===== src/rtl/shift_pipe_if.sv =====
// Handshake bundle for shift_pipe: operand stream in, result stream out.
// master drives operands and result-ready; slave is the shifter itself.
interface shift_pipe_if #(
    parameter int unsigned WIDTH = 16
);
    localparam int unsigned AMT_W = $clog2(WIDTH);

    logic             in_valid;
    logic             in_ready;
    logic [WIDTH-1:0] in_data;
    logic [AMT_W-1:0] in_amt;
    logic [1:0]       in_op;
    logic             out_valid;
    logic             out_ready;
    logic [WIDTH-1:0] out_data;

    modport master (
        output in_valid, in_data, in_amt, in_op, out_ready,
        input  in_ready, out_valid, out_data
    );

    modport slave (
        input  in_valid, in_data, in_amt, in_op, out_ready,
        output in_ready, out_valid, out_data
    );
endinterface


===== src/rtl/shift_pipe.sv =====
// Pipelined barrel shifter: stage k conditionally shifts by 2^k (ROL/SLL/SRA/SRL),
// with a collapsing valid/ready chain, flush and synchronous active-low reset.
module shift_pipe #(
    parameter int unsigned WIDTH = 16
) (
    input logic          clk,
    input logic          rst_n,
    input logic          flush,
    shift_pipe_if.slave  bus
);
    localparam int unsigned AMT_W = $clog2(WIDTH);
    localparam int unsigned S     = AMT_W;

    typedef enum logic [1:0] {
        OP_ROL = 2'b00,
        OP_SLL = 2'b01,
        OP_SRA = 2'b10,
        OP_SRL = 2'b11
    } op_e;

    for (genvar k = 0; k < S; k++) begin : g_stage
        localparam int unsigned N  = 1 << k;
        // amount bits still pending at this stage's input; bit 0 is the one it consumes
        localparam int unsigned IW = AMT_W - k;

        logic             v_in;
        logic [WIDTH-1:0] d_in;
        logic [IW-1:0]    a_in;
        op_e              o_in;
        logic [WIDTH-1:0] d_sh;
        logic             ready;
        logic             valid_q;
        logic [WIDTH-1:0] data_q;

        if (k == 0) begin : g_src
            assign v_in = bus.in_valid;
            assign d_in = bus.in_data;
            assign a_in = bus.in_amt;
            assign o_in = op_e'(bus.in_op);
        end else begin : g_src
            assign v_in = g_stage[k-1].valid_q;
            assign d_in = g_stage[k-1].data_q;
            assign a_in = g_stage[k-1].g_fwd.amt_q;
            assign o_in = g_stage[k-1].g_fwd.op_q;
        end

        if (k == S - 1) begin : g_rdy
            assign ready = ~valid_q | bus.out_ready;
        end else begin : g_rdy
            assign ready = ~valid_q | g_stage[k+1].ready;
        end

        always_comb begin
            d_sh = d_in;
            if (a_in[0]) begin
                unique case (o_in)
                    OP_ROL: d_sh = {d_in[WIDTH-1-N:0], d_in[WIDTH-1:WIDTH-N]};
                    OP_SLL: d_sh = {d_in[WIDTH-1-N:0], {N{1'b0}}};
                    OP_SRA: d_sh = {{N{d_in[WIDTH-1]}}, d_in[WIDTH-1:N]};
                    OP_SRL: d_sh = {{N{1'b0}}, d_in[WIDTH-1:N]};
                endcase
            end
        end

        always_ff @(posedge clk) begin
            if (!rst_n) begin
                valid_q <= 1'b0;
                data_q  <= '0;
            end else if (flush) begin
                valid_q <= 1'b0;
            end else if (ready) begin
                valid_q <= v_in;
                data_q  <= d_sh;
            end
        end

        // Only the not-yet-consumed amount bits and the op travel onward; the last stage needs neither.
        if (k < S - 1) begin : g_fwd
            logic [IW-2:0] amt_q;
            op_e           op_q;

            always_ff @(posedge clk) begin
                if (!rst_n) begin
                    amt_q <= '0;
                    op_q  <= OP_ROL;
                end else if (!flush && ready) begin
                    amt_q <= a_in[IW-1:1];
                    op_q  <= o_in;
                end
            end
        end
    end

    assign bus.in_ready  = g_stage[0].ready;
    assign bus.out_valid = g_stage[S-1].valid_q;
    assign bus.out_data  = g_stage[S-1].data_q;
endmodule


===== src/flat_wrapper.sv =====
// flat-port wrapper written by rule: the top's interface ports become plain ports
module shift_pipe_flat 
#(
    parameter int unsigned WIDTH = 16
)
  (clk, rst_n, flush, bus_in_valid, bus_in_data, bus_in_amt, bus_in_op, bus_out_ready, bus_in_ready, bus_out_valid, bus_out_data);
  shift_pipe_if #(.WIDTH(WIDTH)) bus_i ();
  input logic clk;
  input logic rst_n;
  input logic flush;
  input wire logic [$bits(bus_i.in_valid)-1:0] bus_in_valid;
  input wire logic [$bits(bus_i.in_data)-1:0] bus_in_data;
  input wire logic [$bits(bus_i.in_amt)-1:0] bus_in_amt;
  input wire logic [$bits(bus_i.in_op)-1:0] bus_in_op;
  input wire logic [$bits(bus_i.out_ready)-1:0] bus_out_ready;
  output wire logic [$bits(bus_i.in_ready)-1:0] bus_in_ready;
  output wire logic [$bits(bus_i.out_valid)-1:0] bus_out_valid;
  output wire logic [$bits(bus_i.out_data)-1:0] bus_out_data;
  assign bus_i.in_valid = bus_in_valid;
  assign bus_i.in_data = bus_in_data;
  assign bus_i.in_amt = bus_in_amt;
  assign bus_i.in_op = bus_in_op;
  assign bus_i.out_ready = bus_out_ready;
  assign bus_in_ready = bus_i.in_ready;
  assign bus_out_valid = bus_i.out_valid;
  assign bus_out_data = bus_i.out_data;
  shift_pipe #(.WIDTH(WIDTH)) u_core (.clk(clk), .rst_n(rst_n), .flush(flush), .bus(bus_i));
endmodule

===== config.mk =====
export PLATFORM = sky130hd
export DESIGN_NAME = shift_pipe_flat
export DESIGN_NICKNAME = d
export VERILOG_FILES = /design/src/rtl/shift_pipe_if.sv /design/src/rtl/shift_pipe.sv /design/src/flat_wrapper.sv
export SDC_FILE = /design/constraint.sdc
export NUM_CORES = 1
export LEC_CHECK = 0
export ABC_AREA = 1
export CORE_MARGIN = 2
export CORE_UTILIZATION = 45
export CTS_CLUSTER_DIAMETER = 40
export DETAILED_ROUTE_END_ITERATION = 8
export PLACE_DENSITY = 0.65
export SLEW_MARGIN = 5
export SYNTH_ARGS = -nofsm -noshare
export SYNTH_HDL_FRONTEND = slang
export SYNTH_SLANG_ARGS = --single-unit

===== constraint.sdc =====
create_clock -name clk -period 3.8 [get_ports clk]
set_clock_uncertainty 0.1 [all_clocks]
set_input_delay 0.76 -clock clk [delete_from_list [all_inputs] [get_ports clk]]
set_output_delay 0.76 -clock clk [all_outputs]
set_load 0.1 [all_outputs]

==> flow_metrics.env <==
export IMPL_irDropWorstVdd_uv=152
export IMPL_minimum_period_implied_by_the_final_worst_setup_slack_ns=2.72
export IMPL_postSynthCellCount=675
export IMPL_first_global_vias=3735
export IMPL_layout_cells_most_common_list="nand2_1 (185), nor2_1 (110), dfxtp_1 (80)"
export IMPL_antenna_violating_nets_post_route=0
export IMPL_rows=35
export IMPL_pwr_share_clk_pct=34.2
export IMPL_wl_met1_um=4500
export IMPL_design_portCount=45
export IMPL_rsz0062_at_grt="false"
export IMPL_cts_made_buffers=9
export IMPL_num_nets_final=719
export IMPL_worstHoldPathType="reg2reg"
export IMPL_avgViaCountPerCell=5.07
export IMPL_total_switching_power_mw=0.667
export IMPL_highest_signal_layer_in_the_routed_design="met4"
export IMPL_timing_critical_path_to_type="output port"
export IMPL_static_leakage_power_nw=2.17
export IMPL_grt_max_degree=61
export IMPL_run_status="completed"
export IMPL_worstPathRequired_ns=2.94
export IMPL_crit_type="in2out"
export IMPL_hold_buffers=0
export IMPL_cts_post_setup_buffers_inserted=0
export IMPL_detailedPlacementHpwl_um=7040
export IMPL_initial_core_util_pct=45.9
export IMPL_cts_max_path_buffers=2
export IMPL_timing_max_cap_violations=0
export IMPL_most_common_cell_after_layout_fill_and_taps_aside="nand2_1"
export IMPL_drtPass1Iterations=4
export IMPL_ys_warn_count=0
export IMPL_antenna_found_initial=0
export IMPL_final_core_utilization_pct=52.5
export IMPL_synth_edf_count=0
export IMPL_synth_seq_area_share_pct=38.1
export IMPL_worst_setup_hold_path_clk_slew_ns=0.09
export IMPL_share_of_layout_cells_above_drive_strength_1_pct=4.16
export IMPL_maxSlewViolCount=0
export IMPL_final_clock_period_utilization_by_the_worst_path_pct=71.5
export IMPL_grt_first_pass_wirelength_um=16900
export IMPL_grt_overflow_total=0
export IMPL_yosysTopAreaCellShare_pct=38.1
export IMPL_cts_htree_levels=3
export IMPL_tightest_slew_ns=0.988
export IMPL_die_ar_um2=10100
export IMPL_critical_path_startpoint_type="input pin"
export IMPL_wirelength_um=9930
export IMPL_synth_net_count=702
export IMPL_clock_tree_from_tritoncts="yes"
export IMPL_dieWidth_um=101
export IMPL_groute_usage_overall_pct=20.5
export IMPL_setup_total_negative_slack_ns=0
export IMPL_clock_sinks=80
export IMPL_root_driver="clkbuf_8"
export IMPL_floorplan_core_area_um2=9150
export IMPL_insertedDiodeCount=0
export IMPL_power_share_switching_pct=32.1
export IMPL_detail_route_drc_violations=0
export IMPL_die_h_um=101
export IMPL_yosysTopAreaCell="dfxtp_1"
export IMPL_clock_fmax_mhz=368
export IMPL_synth_async_reset_ratio_pct=0
export IMPL_netlist_cell_type_count=26
export IMPL_synth_seq_cells=80
export IMPL_finalHoldViolations=0
export IMPL_area_growth_synth_to_final_pct=14.4
export IMPL_place_congestion=0.845
export IMPL_cts_repair_resize_count=0
export IMPL_routedWlPerCell_um=12.3
export IMPL_drt_first_iter_violations=159
export IMPL_worstSkewPairLatency_ns=0.35
export IMPL_crit_arrival_ns=1.86
export IMPL_power_density_nw_per_um2=433
export IMPL_post_synth_instance_area_um2=4200
export IMPL_hp_start="u_core.g_stage[0].g_fwd.amt_q[2]"
export IMPL_syn_avg_cell_area_um2=6.22
export IMPL_path_max_fanout=9
export IMPL_synth_ff_type="dfxtp_1"
export IMPL_crit_path_start="bus_out_ready"
export IMPL_synth_top_cells_by_area="dfxtp_1 (38%), nand2_1 (17%), nor2_1 (9.8%), o21ai_0 (9.4%), a21oi_1 (6.8%)"
export IMPL_power_report_internal_total_mw=1.41
export IMPL_num_vias=4096
export IMPL_met3RoutedLength_um=222
export IMPL_detailroute_wirelength_met2_um=5000
export IMPL_timing_final_setup_violations=0
export IMPL_seq_power_share_pct=45.7
export IMPL_portBuffers=44
export IMPL_relSlewSlack_pct=33.9
export IMPL_regToRegStartpoint="u_core.g_stage[0].g_fwd.amt_q[0]"
export IMPL_comb_power_share_pct=20.1
==> worst max-delay path, cell delays in order <==
cell and delay (ns):
clkdlybuf4s50_1 0.44, nor2_4 0.19, nand4_4 0.18, buf_4 0.29
==> synth_stat cells, types with 2 or more instances <==
master and count:
buf_1 2, nand3_1 26, inv_1 64, inv_2 3, clkbuf_1 16, a31oi_1 4, buf_2 14, buf_4 5
a22oi_1 2, a21oi_1 57, dfxtp_1 80, nor2_1 110, o21ai_0 79, nand3b_1 2, clkinv_1 2, nand2_1 185
buf_6 3, o22ai_1 13
==> kinds of logic after synthesis <==
| group | share of synthesized area, % |
|---|---|
| and+or+nand+nor | 31.3 |
| AOI/OAI and AO/OA | 19.4 |
| buffers and inverters | 11.1 |
| DFF | 38.1 |
==> final timing paths <==
kind / to / slack (ns) / cells past startpoint
max: bus_in_ready / 1.08 / 4
min: u_core.g_stage[0].g_fwd.amt_q[2] / 0.39 / 2
max reg2reg: u_core.g_stage[1].data_q[14] / 1.90 / 5
min reg2reg: u_core.g_stage[0].g_fwd.amt_q[2] / 0.39 / 2
==> stage by stage <==
step	power (mW)	instance area, µm²	hold WS, ns	std cells	worst slack, ns
global placement	1.38	4580	0.363	792	1.09
global route	2.19	4800	0.423	808	1.01
floorplan	1.28	4200	0.346	675	1.21
CTS	2.10	4800	0.396	808	1.08
finish	2.08	4800	0.390	808	1.08
detailed placement	1.38	4580	0.373	792	1.08
==> registers in the layout (all words and copies together) (netlist names) <==
name / flops
u_core.g_stage.valid_q: 3
u_core.g_stage.g_fwd.op_q: 6
u_core.g_stage.g_fwd.amt_q: 6
u_core.bus.out_valid: 1
u_core.g_stage.data_q: 48
u_core.bus.out_data: 16
==> area by class of cell <==
type | instances | area [µm²]
Clock buffer | 9 | 124
Clock inverter | 7 | 103
Fill cell | 932 | 4350
Inverter | 69 | 259
Multi-Input combinational cell | 486 | 2130
Sequential cell | 80 | 1600
Tap cell | 111 | 139
Timing Repair Buffer | 46 | 448
==> power groups by stage <==
stage / sequential, mW / combinational, mW / clock (mW)
2_1_floorplan: 1.03 / 0.249 / 0
3_3_place_gp: 0.966 / 0.413 / 0
3_5_place_dp: 0.968 / 0.416 / 0
4_1_cts: 0.949 / 0.419 / 0.728
5_1_grt: 0.957 / 0.470 / 0.758
6_report: 0.949 / 0.418 / 0.712
==> routing by layer <==
metal	up-vias	track usage [%]
li1	2176	-
met1	1847	24.6
met2	58	36.7
met3	15	2.70
met4	0	8.43
met5	-	0
Power figures use the tool's default switching activity.
